[src/rtl/fifo_unpacker.sv]
// fifo_unpacker: pops wide words from a first-word-fall-through FIFO and
// re-emits each one as RATIO narrow samples on a valid/ready stream.
// The next word is popped in the same cycle the last slice is accepted,
// so a continuously ready consumer sees one slice per cycle with no gap.
module fifo_unpacker #(
   parameter int IN_WIDTH  = 64,
   parameter int OUT_WIDTH = 16,
   parameter bit LSB_FIRST = 1'b1
) (
   input  logic                 clk,
   input  logic                 rst,
   input  logic                 fifo_empty,
   input  logic [IN_WIDTH-1:0]  data_in,
   output logic                 r_ready,
   output logic                 out_valid,
   input  logic                 out_ready,
   output logic [OUT_WIDTH-1:0] out_data,
   output logic                 out_last
);

   localparam int RATIO = IN_WIDTH / OUT_WIDTH;
   localparam int IDX_W = (RATIO > 1) ? $clog2(RATIO) : 1;
   localparam logic [IDX_W-1:0] IDX_LAST = IDX_W'(RATIO - 1);
   localparam logic [IDX_W-1:0] IDX_ONE  = IDX_W'(1);

   // IDLE: hold register holds nothing to send; UNPACK: slices pending.
   typedef enum logic {
      S_IDLE   = 1'b0,
      S_UNPACK = 1'b1
   } state_t;

   state_t                state_q, state_d;
   logic [IN_WIDTH-1:0]   hold_q, hold_d;
   logic [IDX_W-1:0]      idx_q, idx_d;

   logic                  busy_s;
   logic                  fire_s;
   logic                  last_fire_s;
   logic                  pop_s;
   logic [IDX_W-1:0]      sel_s;
   logic [OUT_WIDTH-1:0]  slices_s [RATIO];

   // Handshake decode and pop decision; the pop never looks at itself.
   always_comb begin
      busy_s      = (state_q == S_UNPACK);
      fire_s      = busy_s & out_ready;
      last_fire_s = fire_s & (idx_q == IDX_LAST);
      pop_s       = ~rst & ~fifo_empty & (~busy_s | last_fire_s);
   end

   // Next-state logic: load on pop, advance on fire, go idle after the last slice.
   always_comb begin
      state_d = state_q;
      hold_d  = hold_q;
      idx_d   = idx_q;
      case (state_q)
         S_IDLE: begin
            if (pop_s) begin
               state_d = S_UNPACK;
               hold_d  = data_in;
               idx_d   = '0;
            end else begin
               state_d = S_IDLE;
            end
         end
         S_UNPACK: begin
            if (pop_s) begin
               // back-to-back: last slice accepted and a new word is waiting
               state_d = S_UNPACK;
               hold_d  = data_in;
               idx_d   = '0;
            end else if (last_fire_s) begin
               state_d = S_IDLE;
               idx_d   = '0;
            end else if (fire_s) begin
               idx_d   = idx_q + IDX_ONE;
            end else begin
               state_d = S_UNPACK;
            end
         end
         default: begin
            state_d = S_IDLE;
            idx_d   = '0;
         end
      endcase
   end

   // State, hold word and slice index; asynchronous reset discards a partial word.
   always_ff @(posedge clk or posedge rst) begin
      if (rst) begin
         state_q <= S_IDLE;
         hold_q  <= '0;
         idx_q   <= '0;
      end else begin
         state_q <= state_d;
         hold_q  <= hold_d;
         idx_q   <= idx_d;
      end
   end

   // Split the hold word into slices and pick the one for the current index.
   always_comb begin
      for (int k = 0; k < RATIO; k++) begin
         slices_s[k] = hold_q[k*OUT_WIDTH +: OUT_WIDTH];
      end
      if (LSB_FIRST) begin
         sel_s = idx_q;
      end else begin
         sel_s = IDX_LAST - idx_q;
      end
   end

   // Output drive: everything comes straight from registered state except the pop strobe.
   always_comb begin
      out_valid = busy_s;
      out_last  = busy_s & (idx_q == IDX_LAST);
      out_data  = slices_s[sel_s];
      r_ready   = pop_s;
   end

endmodule

[config.mk]
export PLATFORM = sky130hd
export DESIGN_NAME = fifo_unpacker
export DESIGN_NICKNAME = d
export VERILOG_FILES = /design/src/rtl/fifo_unpacker.sv
export SDC_FILE = /design/constraint.sdc
export NUM_CORES = 1
export LEC_CHECK = 0
export CAP_MARGIN = 20
export CORE_UTILIZATION = 39
export CTS_CLUSTER_DIAMETER = 60
export DETAILED_ROUTE_END_ITERATION = 10
export PLACE_DENSITY_LB_ADDON = 0.08
export SLEW_MARGIN = 40
export SYNTH_ARGS = -nofsm -noshare
export SYNTH_HDL_FRONTEND = slang
export SYNTH_SLANG_ARGS = --single-unit
[constraint.sdc]
create_clock -name clk -period 4.7 [get_ports clk]
set_clock_uncertainty 0.2 [all_clocks]
set_input_delay 1.175 -clock clk [delete_from_list [all_inputs] [get_ports clk]]
set_output_delay 1.175 -clock clk [all_outputs]
set_load 0.01 [all_outputs]
==> qor.yml, run 1 <==
worstSetupStartpointType: "input port"
outcome: "finished, final reports clean"
worst_hold_path_type: "reg -> reg"
layout-drive-gt1-share_pct: 38.0
cts.sinks: 67
path_clk_slew_ns: 0.07
end_kind: "output port"
synthCells: 174
mostFrequentLayoutCell: "sky130_fd_sc_hd__clkdlybuf4s50_1"
powerDensity_nw_per_um2: 650
finalWirelength_microns: 6040
nNetsFinal: 335
critical_path_cell_sequence: "clkdlybuf4s50_1 > or2_4 > a21oi_4 > clkdlybuf4s50_1"
drc: 0
post-place-cells: 357
worstPathBufferInverterCount: 2
core_region_area_sq_um: 7810
antenna_cells_inserted: 0
cpPeakStageDelay_ns: 0.56
cts_inserted_buffers: 9
clock_latency_of_the_later_clocked_register_in_the_worst_skew_pair_ns: 0.33
global_route.peak_usage_layer: "met2"
max-clock-path-buffers: 2
grt.met3_usage_pct: 5.99
final_area_sq_um: 4290
die_extent_in_y_microns: 92.4
vias_in_the_first_global_route: 1920
die_area_sq_um: 8540
synth.largest_area_cell: "sky130_fd_sc_hd__dfrtp_1"
crit_arrival_ns: 2.63
synth.top_cells.by_area: "sky130_fd_sc_hd__dfrtp_1 53%, sky130_fd_sc_hd__mux2_4 23%, sky130_fd_sc_hd__mux4_2 11%"
start_util_pct: 40.8
initialDrtViolationCount: 61
ys_seq_area_share_pct: 52.6
grt_max_degree: 34
critical_path_required_ns: 3.32
timing.setup.critical_path_class: "in -> out"
area_delta_synth_final_pct: 34.4
total_power_mw: 2.79
grt_util_all_layers_pct: 15.4
tritoncts_clock_tree: "built"
synth.net_count: 243
placement.cell_area_sq_um: 4080
dr_total_vias: 1786
top_library_cells_by_usage_in_the_layout_fill_and_taps_aside: "86 x sky130_fd_sc_hd__clkdlybuf4s50_1, 67 x sky130_fd_sc_hd__dfrtp_1, 49 x sky130_fd_sc_hd__mux2_4"
cts_setup_buffers: 0
fillerInstances: 645
final-hold-violation-count: 0
crit_family: "buffers and inverters"
area_fraction_of_the_dominant_cell_type_after_synthesis_pct: 52.6
slew_headroom_pct: 55.3
synth_area_per_cell_sq_um: 18.3
global_route.usage.met2_pct: 22.6
routed_wire_length_per_instance_microns: 16.2
setup_repair_after_global_routing_missed_its_margin: "no"
peakVddDrop_uv: 250
power.static_leakage_nw: 1.81
crit_fanout: 4
clock_root_buffer: "sky130_fd_sc_hd__clkbuf_8"
die_width_microns: 92.4
worst-slew-pin-transition_ns: 0.671
total_iterations_of_the_first_detailed_routing_run: 4
globalRouteOverflowTotal: 0
final_critical_period_ns: 4.00
row_count: 32
critPathMostFrequentCell: "sky130_fd_sc_hd__clkdlybuf4s50_1"
ant_nets: 0
count_of_pins_over_their_slew_limit: 0
ys_warn_count: 0
synth_area_sq_um: 3190
max-cap-violations: 0
worst_path_max_delay_cell: "sky130_fd_sc_hd__clkdlybuf4s50_1"
number_of_antenna_violations_at_the_first_check_in_global_routing: 0
fmax_ghz: 0.250
cts_hold_buffers: 0
final_setup_violation_count: 0
setup_total_negative_slack_ns: 0
fin_crit_sh_pct: 85.1
final_core_density_pct: 54.9
yosys_register_bits: 67
grt_pass1_wl_microns: 9800
gr-usage-met1_pct: 20.8
io_pins: 87
post_drt_via_cell_ratio: 4.79
resized_after_cts: 0
htreeDepth: 3
placement.io_buffers: 86
gp_routability_congestion: 0.682
number_of_different_library_cells_in_the_post_synthesis_netlist: 21
dp.final_hpwl_microns: 4070
final_cells: 373
## cells in the mapped netlist
library cell,n
sky130_fd_sc_hd__a21o_1,1
sky130_fd_sc_hd__a21oi_1,2
sky130_fd_sc_hd__a21oi_4,1
sky130_fd_sc_hd__a32o_1,1
sky130_fd_sc_hd__and2_1,1
sky130_fd_sc_hd__buf_12,5
sky130_fd_sc_hd__buf_2,2
sky130_fd_sc_hd__buf_4,2
sky130_fd_sc_hd__buf_8,1
sky130_fd_sc_hd__clkbuf_1,1
sky130_fd_sc_hd__dfrtp_1,67
sky130_fd_sc_hd__ha_1,1
sky130_fd_sc_hd__inv_1,1
sky130_fd_sc_hd__mux2_2,15
sky130_fd_sc_hd__mux2_4,49
sky130_fd_sc_hd__mux4_2,16
sky130_fd_sc_hd__nand2_1,3
sky130_fd_sc_hd__nand3_1,1
sky130_fd_sc_hd__nor2_1,2
sky130_fd_sc_hd__nor3_1,1
sky130_fd_sc_hd__or2_4,1
## state kept, by name (all words and copies together) (netlist names)
signal	flops
idx_q	2
out_valid	1
hold_q	64
## worst register-to-register path: cells and delay by family, from the launching register on
family / cells / cell delay (ns)
simple gates: 1 / 0.12
flops: 1 / 0.78
fa+ha+maj: 1 / 0.32
buf+inv: 2 / 1.08
mux: 1 / 0.42
compound gates: 1 / 0.21
## layout make-up
class                   instances  area (sq um)  share of cell area (%)
clock buffers                  11           131                    3.06
clock inverters                 5          77.6                    1.81
inverters                       1          3.75                  0.0875
multi-input cells              95          1370                    31.8
flip-flops and latches         67          1680                    39.1
well taps                     102           128                    2.98
repair buffers                 92           906                    21.1
## worst paths after layout
path	startpoint	end	slack, ns	cells after the start
max reg2reg	idx_q[0]	hold_q[50]	1.45	6
min reg2reg	hold_q[27]	hold_q[27]	0.31	1
min	hold_q[27]	hold_q[27]	0.31	1
max	rst	r_ready	0.70	4
min in group asynchronous	rst	out_valid	1.10	2
max in group asynchronous	rst	hold_q[7]	2.50	3
## stage by stage
| stage | worst slack (ns) | hold WS [ns] |
|---|---|---|
| 6_report | 0.698 | 0.307 |
| 5_1_grt | 0.622 | 0.319 |
| 4_1_cts | 0.682 | 0.312 |
| 3_5_place_dp | 0.682 | 0.291 |
| 3_3_place_gp | 0.685 | 0.285 |
| 2_1_floorplan | 1.45 | 0.275 |
## kinds of logic (layout without fill, tap and decap cells)
kind of cell	count (synthesis)	count (layout)	synth area share, %
simple gates	9	9	1.37
compound gates	5	5	1.37
fa+ha+maj	1	1	0.392
flops	67	67	52.6
mux	80	80	39.7
buf+inv	12	109	4.63
## report_power, final
group,internal [mW],switching [mW]
Combinational,0.873,0.352
Sequential,0.865,0.185
Clock,0.297,0.214
Total,2.04,0.752
## routing by layer
layer,wire (microns),share of wire [%]
met5,0,0
met1,2800,46
met3,362,6.0
met2,2780,46
met4,91,1.5
Power figures use the tool's default switching activity.
==> inputs of run 2 (changes only) <==
--- a/config.mk
+++ b/config.mk
@@ -9,7 +9,7 @@
 export CORE_UTILIZATION = 39
 export CTS_CLUSTER_DIAMETER = 60
 export DETAILED_ROUTE_END_ITERATION = 10
-export PLACE_DENSITY_LB_ADDON = 0.08
+export DONT_BUFFER_PORTS = 1
 export SLEW_MARGIN = 40
 export SYNTH_ARGS = -nofsm -noshare
 export SYNTH_HDL_FRONTEND = slang
==> run 2 against run 1 <==
Die area stayed put. Wire length is 2.3% lower. Sequential share of layout area is 9.4 points higher. Highest routed layer unchanged.
==> qor.yml, run 2 (synthesis gave the netlist of run 1 again) <==
outcome: "finished, final reports clean"
start_util_pct: 40.8
grt_max_degree: 65
crit_fanout: 10
cts_hold_buffers: 0
fmax_ghz: 0.297
end_kind: "output port"
grt_util_all_layers_pct: 14.5
total_power_mw: 2.59
max-cap-violations: 0
die_extent_in_y_microns: 92.4
powerDensity_nw_per_um2: 749
worst-slew-pin-transition_ns: 0.770
critical_path_required_ns: 3.32
clock_root_buffer: "sky130_fd_sc_hd__clkbuf_8"
cts_setup_buffers: 0
io_pins: 87
setup_total_negative_slack_ns: 0
mostFrequentLayoutCell: "sky130_fd_sc_hd__dfrtp_1"
resized_after_cts: 0
layout-drive-gt1-share_pct: 56.3
row_count: 32
fillerInstances: 696
reg2reg_from: "idx_q[0]"
worstSetupStartpointType: "flip-flop"
critPathLaunch: "idx_q[0]"
worst_hold_path_type: "reg -> reg"
area_delta_synth_final_pct: 8.40
top_library_cells_by_usage_in_the_layout_fill_and_taps_aside: "67 x sky130_fd_sc_hd__dfrtp_1, 49 x sky130_fd_sc_hd__mux2_4, 16 x sky130_fd_sc_hd__mux4_2"
cts_inserted_buffers: 9
final_critical_period_ns: 3.37
total_iterations_of_the_first_detailed_routing_run: 4
clock_latency_of_the_later_clocked_register_in_the_worst_skew_pair_ns: 0.33
path_clk_slew_ns: 0.07
regMostFlops: "hold_q"
number_of_flip_flops_in_the_largest_register: 64
vias_in_the_first_global_route: 1681
antenna_cells_inserted: 0
dr_total_vias: 1468
gp_routability_congestion: 0.758
timing.setup.critical_path_class: "reg -> out"
setup_repair_after_global_routing_missed_its_margin: "no"
ant_nets: 0
routed_wire_length_per_instance_microns: 20.7
nNetsFinal: 247
die_area_sq_um: 8540
placement.io_buffers: 0
finalWirelength_microns: 5900
slew_headroom_pct: 48.6
die_width_microns: 92.4
htreeDepth: 3
count_of_pins_over_their_slew_limit: 0
number_of_antenna_violations_at_the_first_check_in_global_routing: 0
crit_arrival_ns: 1.99
initialDrtViolationCount: 71
max-clock-path-buffers: 2
final_setup_violation_count: 0
power.static_leakage_nw: 1.49
peakVddDrop_uv: 268
globalRouteOverflowTotal: 0
fin_crit_sh_pct: 71.6
final-hold-violation-count: 0
post_drt_via_cell_ratio: 5.15
grt_pass1_wl_microns: 9200
hold_start: "hold_q[27]"
drc: 0
core_region_area_sq_um: 7810
cts.sinks: 67
tritoncts_clock_tree: "built"
run 2: changes by cell type in the layout (fill, tap and decap cells not counted), sizes merged:
cell	before	now
clkdlybuf4s50	86	0
bufinv	2	3
clkbuf	11	10
clkinvlp	1	0
clkinv	2	3
buf	6	4
run 2: area by class of cell:
class,count,area (sq um),share of cell area [%]
timing repair buffer,4,33.8,0.977
multi-input combinational,95,1370,39.5
clock inverter,6,113,3.26
inverter,1,3.75,0.109
sequential,67,1680,48.5
clock buffer,10,138,3.98
tap,102,128,3.69
run 2: worst paths after layout:
path / endpoint / slack (ns) / cells after the start
worst max register to register: hold_q[55] / 1.89 / 5
min in group asynchronous: hold_q[3] / 0.58 / 1
max in group asynchronous: hold_q[16] / 2.80 / 2
worst min-delay path: hold_q[27] / 0.31 / 1
worst min register to register: hold_q[27] / 0.31 / 1
worst max-delay path: out_data[14] / 1.33 / 2
run 2: metal layers:
| metal | global-route usage, % | wire length [microns] | vias to the layer above |
|---|---|---|---|
| li1 | - | - | 647 |
| met1 | 18.4 | 2560 | 763 |
| met2 | 22.7 | 2920 | 53 |
| met3 | 5.50 | 376 | 5 |
| met4 | 5.21 | 49 | 0 |
| met5 | 0 | 0 | - |
run 2: power by group:
group          leakage, nW  switching (mW)  total [mW]  internal, mW
clock                0.126           0.225       0.592         0.368
combinational        0.562           0.345       0.946         0.601
sequential           0.805           0.187        1.05         0.865
total                 1.49           0.757        2.59          1.83
run 2: per-stage QoR:
stage / cells / hold WS (ns) / worst slack, ns / cell area, sq um / utilization [%]
floorplan: 174 / 0.275 / 1.45 / 3190 / -
global placement: 269 / 0.285 / 1.48 / 3200 / 41.0
detailed placement: 269 / 0.292 / 1.63 / 3210 / 41.1
CTS: 285 / 0.312 / 1.26 / 3460 / 44.3
global route: 285 / 0.321 / 1.19 / 3460 / 44.3
finish: 285 / 0.309 / 1.33 / 3460 / 44.3
run 2: critical path, cell delays in order, from the launching register on:
cell                      delay [ns]
sky130_fd_sc_hd__dfrtp_1        0.69
sky130_fd_sc_hd__buf_4          0.36
sky130_fd_sc_hd__mux4_2         0.59
==> inputs of run 3 (changes only) <==
==> constraint.sdc (replaced) <==
create_clock -name clk -period 3.12 [get_ports clk]
set_clock_uncertainty 0.2 [all_clocks]
set_input_delay 0.78 -clock clk [delete_from_list [all_inputs] [get_ports clk]]
set_output_delay 0.78 -clock clk [all_outputs]
set_load 0.01 [all_outputs]
==> run 3 against run 2 <==
Cell count increased by 0.35%. Via count grew 2.0%. Flip-flop and latch count stayed put. Die area is the same. Global-route usage increased by 0.50 points. Utilization fell by 0.27 points. Clock power up 4.7%. Critical path type unchanged. Largest cell class unchanged. Highest routed layer unchanged.
==> qor.yml, run 3 (synthesis gave the netlist of run 1 again) <==
cts_hold_buffers: 0
worstSetupStartpointType: "flip-flop"
cts_setup_buffers: 0
path_clk_slew_ns: 0.07
count_of_pins_over_their_slew_limit: 0
number_of_flip_flops_in_the_largest_register: 64
power.static_leakage_nw: 1.48
worst-slew-pin-transition_ns: 0.612
grt_pass1_wl_microns: 9470
crit_arrival_ns: 1.81
placement.io_buffers: 0
globalRouteOverflowTotal: 0
final_critical_period_ns: 2.79
max-cap-violations: 0
number_of_antenna_violations_at_the_first_check_in_global_routing: 0
row_count: 32
outcome: "finished, final reports clean"
final_core_density_pct: 44.0
worst_r2r_path_depth: 5
tritoncts_clock_tree: "built"
io_pins: 87
setup.worst_path.end: "r_ready"
cts_inserted_buffers: 9
critPathLaunch: "idx_q[0]"
powerDensity_nw_per_um2: 1070
cts.sinks: 67
total_power_mw: 3.67
initialDrtViolationCount: 65
grt_max_degree: 40
critical_path_required_ns: 2.14
htreeDepth: 3
routed_wire_length_per_instance_microns: 21.0
area_delta_synth_final_pct: 7.73
crit_fanout: 9
setup_repair_after_global_routing_missed_its_margin: "no"
setup_total_negative_slack_ns: 0
core_region_area_sq_um: 7810
reg2reg_from: "idx_q[0]"
gp_routability_congestion: 0.739
total_iterations_of_the_first_detailed_routing_run: 4
drc: 0
fin_crit_sh_pct: 89.3
vias_in_the_first_global_route: 1699
finalWirelength_microns: 6010
worst_hold_path_type: "in -> async"
critical_path.reg2reg.endpoint: "hold_q[42]"
fmax_ghz: 0.359
die_area_sq_um: 8540
final-hold-violation-count: 0
regToRegSetupSlack_ns: 0.65
dr_total_vias: 1497
post_drt_via_cell_ratio: 5.23
clock_root_buffer: "sky130_fd_sc_hd__clkbuf_8"
end_kind: "output port"
slew_headroom_pct: 59.2
regMostFlops: "hold_q"
die_width_microns: 92.4
clock_latency_of_the_later_clocked_register_in_the_worst_skew_pair_ns: 0.33
final_setup_violation_count: 0
start_util_pct: 40.8
dp.final_hpwl_microns: 4340
peakVddDrop_uv: 429
resized_after_cts: 0
worst_hold_slack_ns: 0.201
antenna_cells_inserted: 0
top_library_cells_by_usage_in_the_layout_fill_and_taps_aside: "67 x sky130_fd_sc_hd__dfrtp_1, 49 x sky130_fd_sc_hd__mux2_4, 16 x sky130_fd_sc_hd__mux4_2"
grt_util_all_layers_pct: 15.0
layout-drive-gt1-share_pct: 56.5
mostFrequentLayoutCell: "sky130_fd_sc_hd__dfrtp_1"
nNetsFinal: 249
max-clock-path-buffers: 2
timing.setup.critical_path_class: "reg -> out"
ant_nets: 0
die_extent_in_y_microns: 92.4
## run 3: cell types whose count changed in the layout (fill, tap and decap cells not counted)
cell                         change
sky130_fd_sc_hd__buf_12          +4
sky130_fd_sc_hd__clkinvlp_4      +2
sky130_fd_sc_hd__clkinv_2        +2
sky130_fd_sc_hd__buf_6           -1
sky130_fd_sc_hd__buf_4           -1
sky130_fd_sc_hd__bufinv_16       -3
sky130_fd_sc_hd__clkinv_4        -2
## run 3: power breakdown
| group | total [mW] | internal (mW) | switching [mW] |
|---|---|---|---|
| registers | 1.60 | 1.30 | 0.297 |
| logic | 1.45 | 0.939 | 0.507 |
| clock network | 0.620 | 0.301 | 0.319 |
## run 3: worst min path at each step
stage / startpoint / to / slack, ns
3_5_place_dp: hold_q[48] / hold_q[48] / 0.29
3_3_place_gp: hold_q[51] / hold_q[51] / 0.29
2_1_floorplan: hold_q[41] / hold_q[41] / 0.28
6_report: rst / hold_q[52] / 0.20
5_1_grt: rst / hold_q[52] / 0.23
4_1_cts: rst / hold_q[22] / 0.21
## run 3: worst max-delay path: stages, from the launching register on
cell and delay, ns:
sky130_fd_sc_hd__dfrtp_1 0.65, sky130_fd_sc_hd__ha_1 0.30, sky130_fd_sc_hd__nand2_1 0.13, sky130_fd_sc_hd__a21oi_4 0.39
## run 3: cell type report
type,instances,area (sq um)
Clock inverter,5,30.0
Tap cell,102,128
Clock buffer,10,138
Fill cell,696,4370
Multi-Input combinational cell,95,1370
Sequential cell,67,1680
Inverter,1,3.75
Timing Repair Buffer,6,95.1
## run 3: metal layers
metal | up-vias | wire length (microns) | GRT usage [%]
met5 | - | 0 | 0
met4 | 0 | 91 | 6.25
met3 | 8 | 365 | 4.93
met2 | 51 | 3020 | 24.3
met1 | 784 | 2530 | 18.4
li1 | 654 | - | -
## run 3: stage by stage
step	std cells	area, sq um	setup WS [ns]
after global placement	271	3270	0.664
after CTS	286	3440	0.270
after floorplan	174	3190	0.457
after global routing	286	3440	0.175
final	286	3440	0.334
after detailed placement	271	3270	0.598
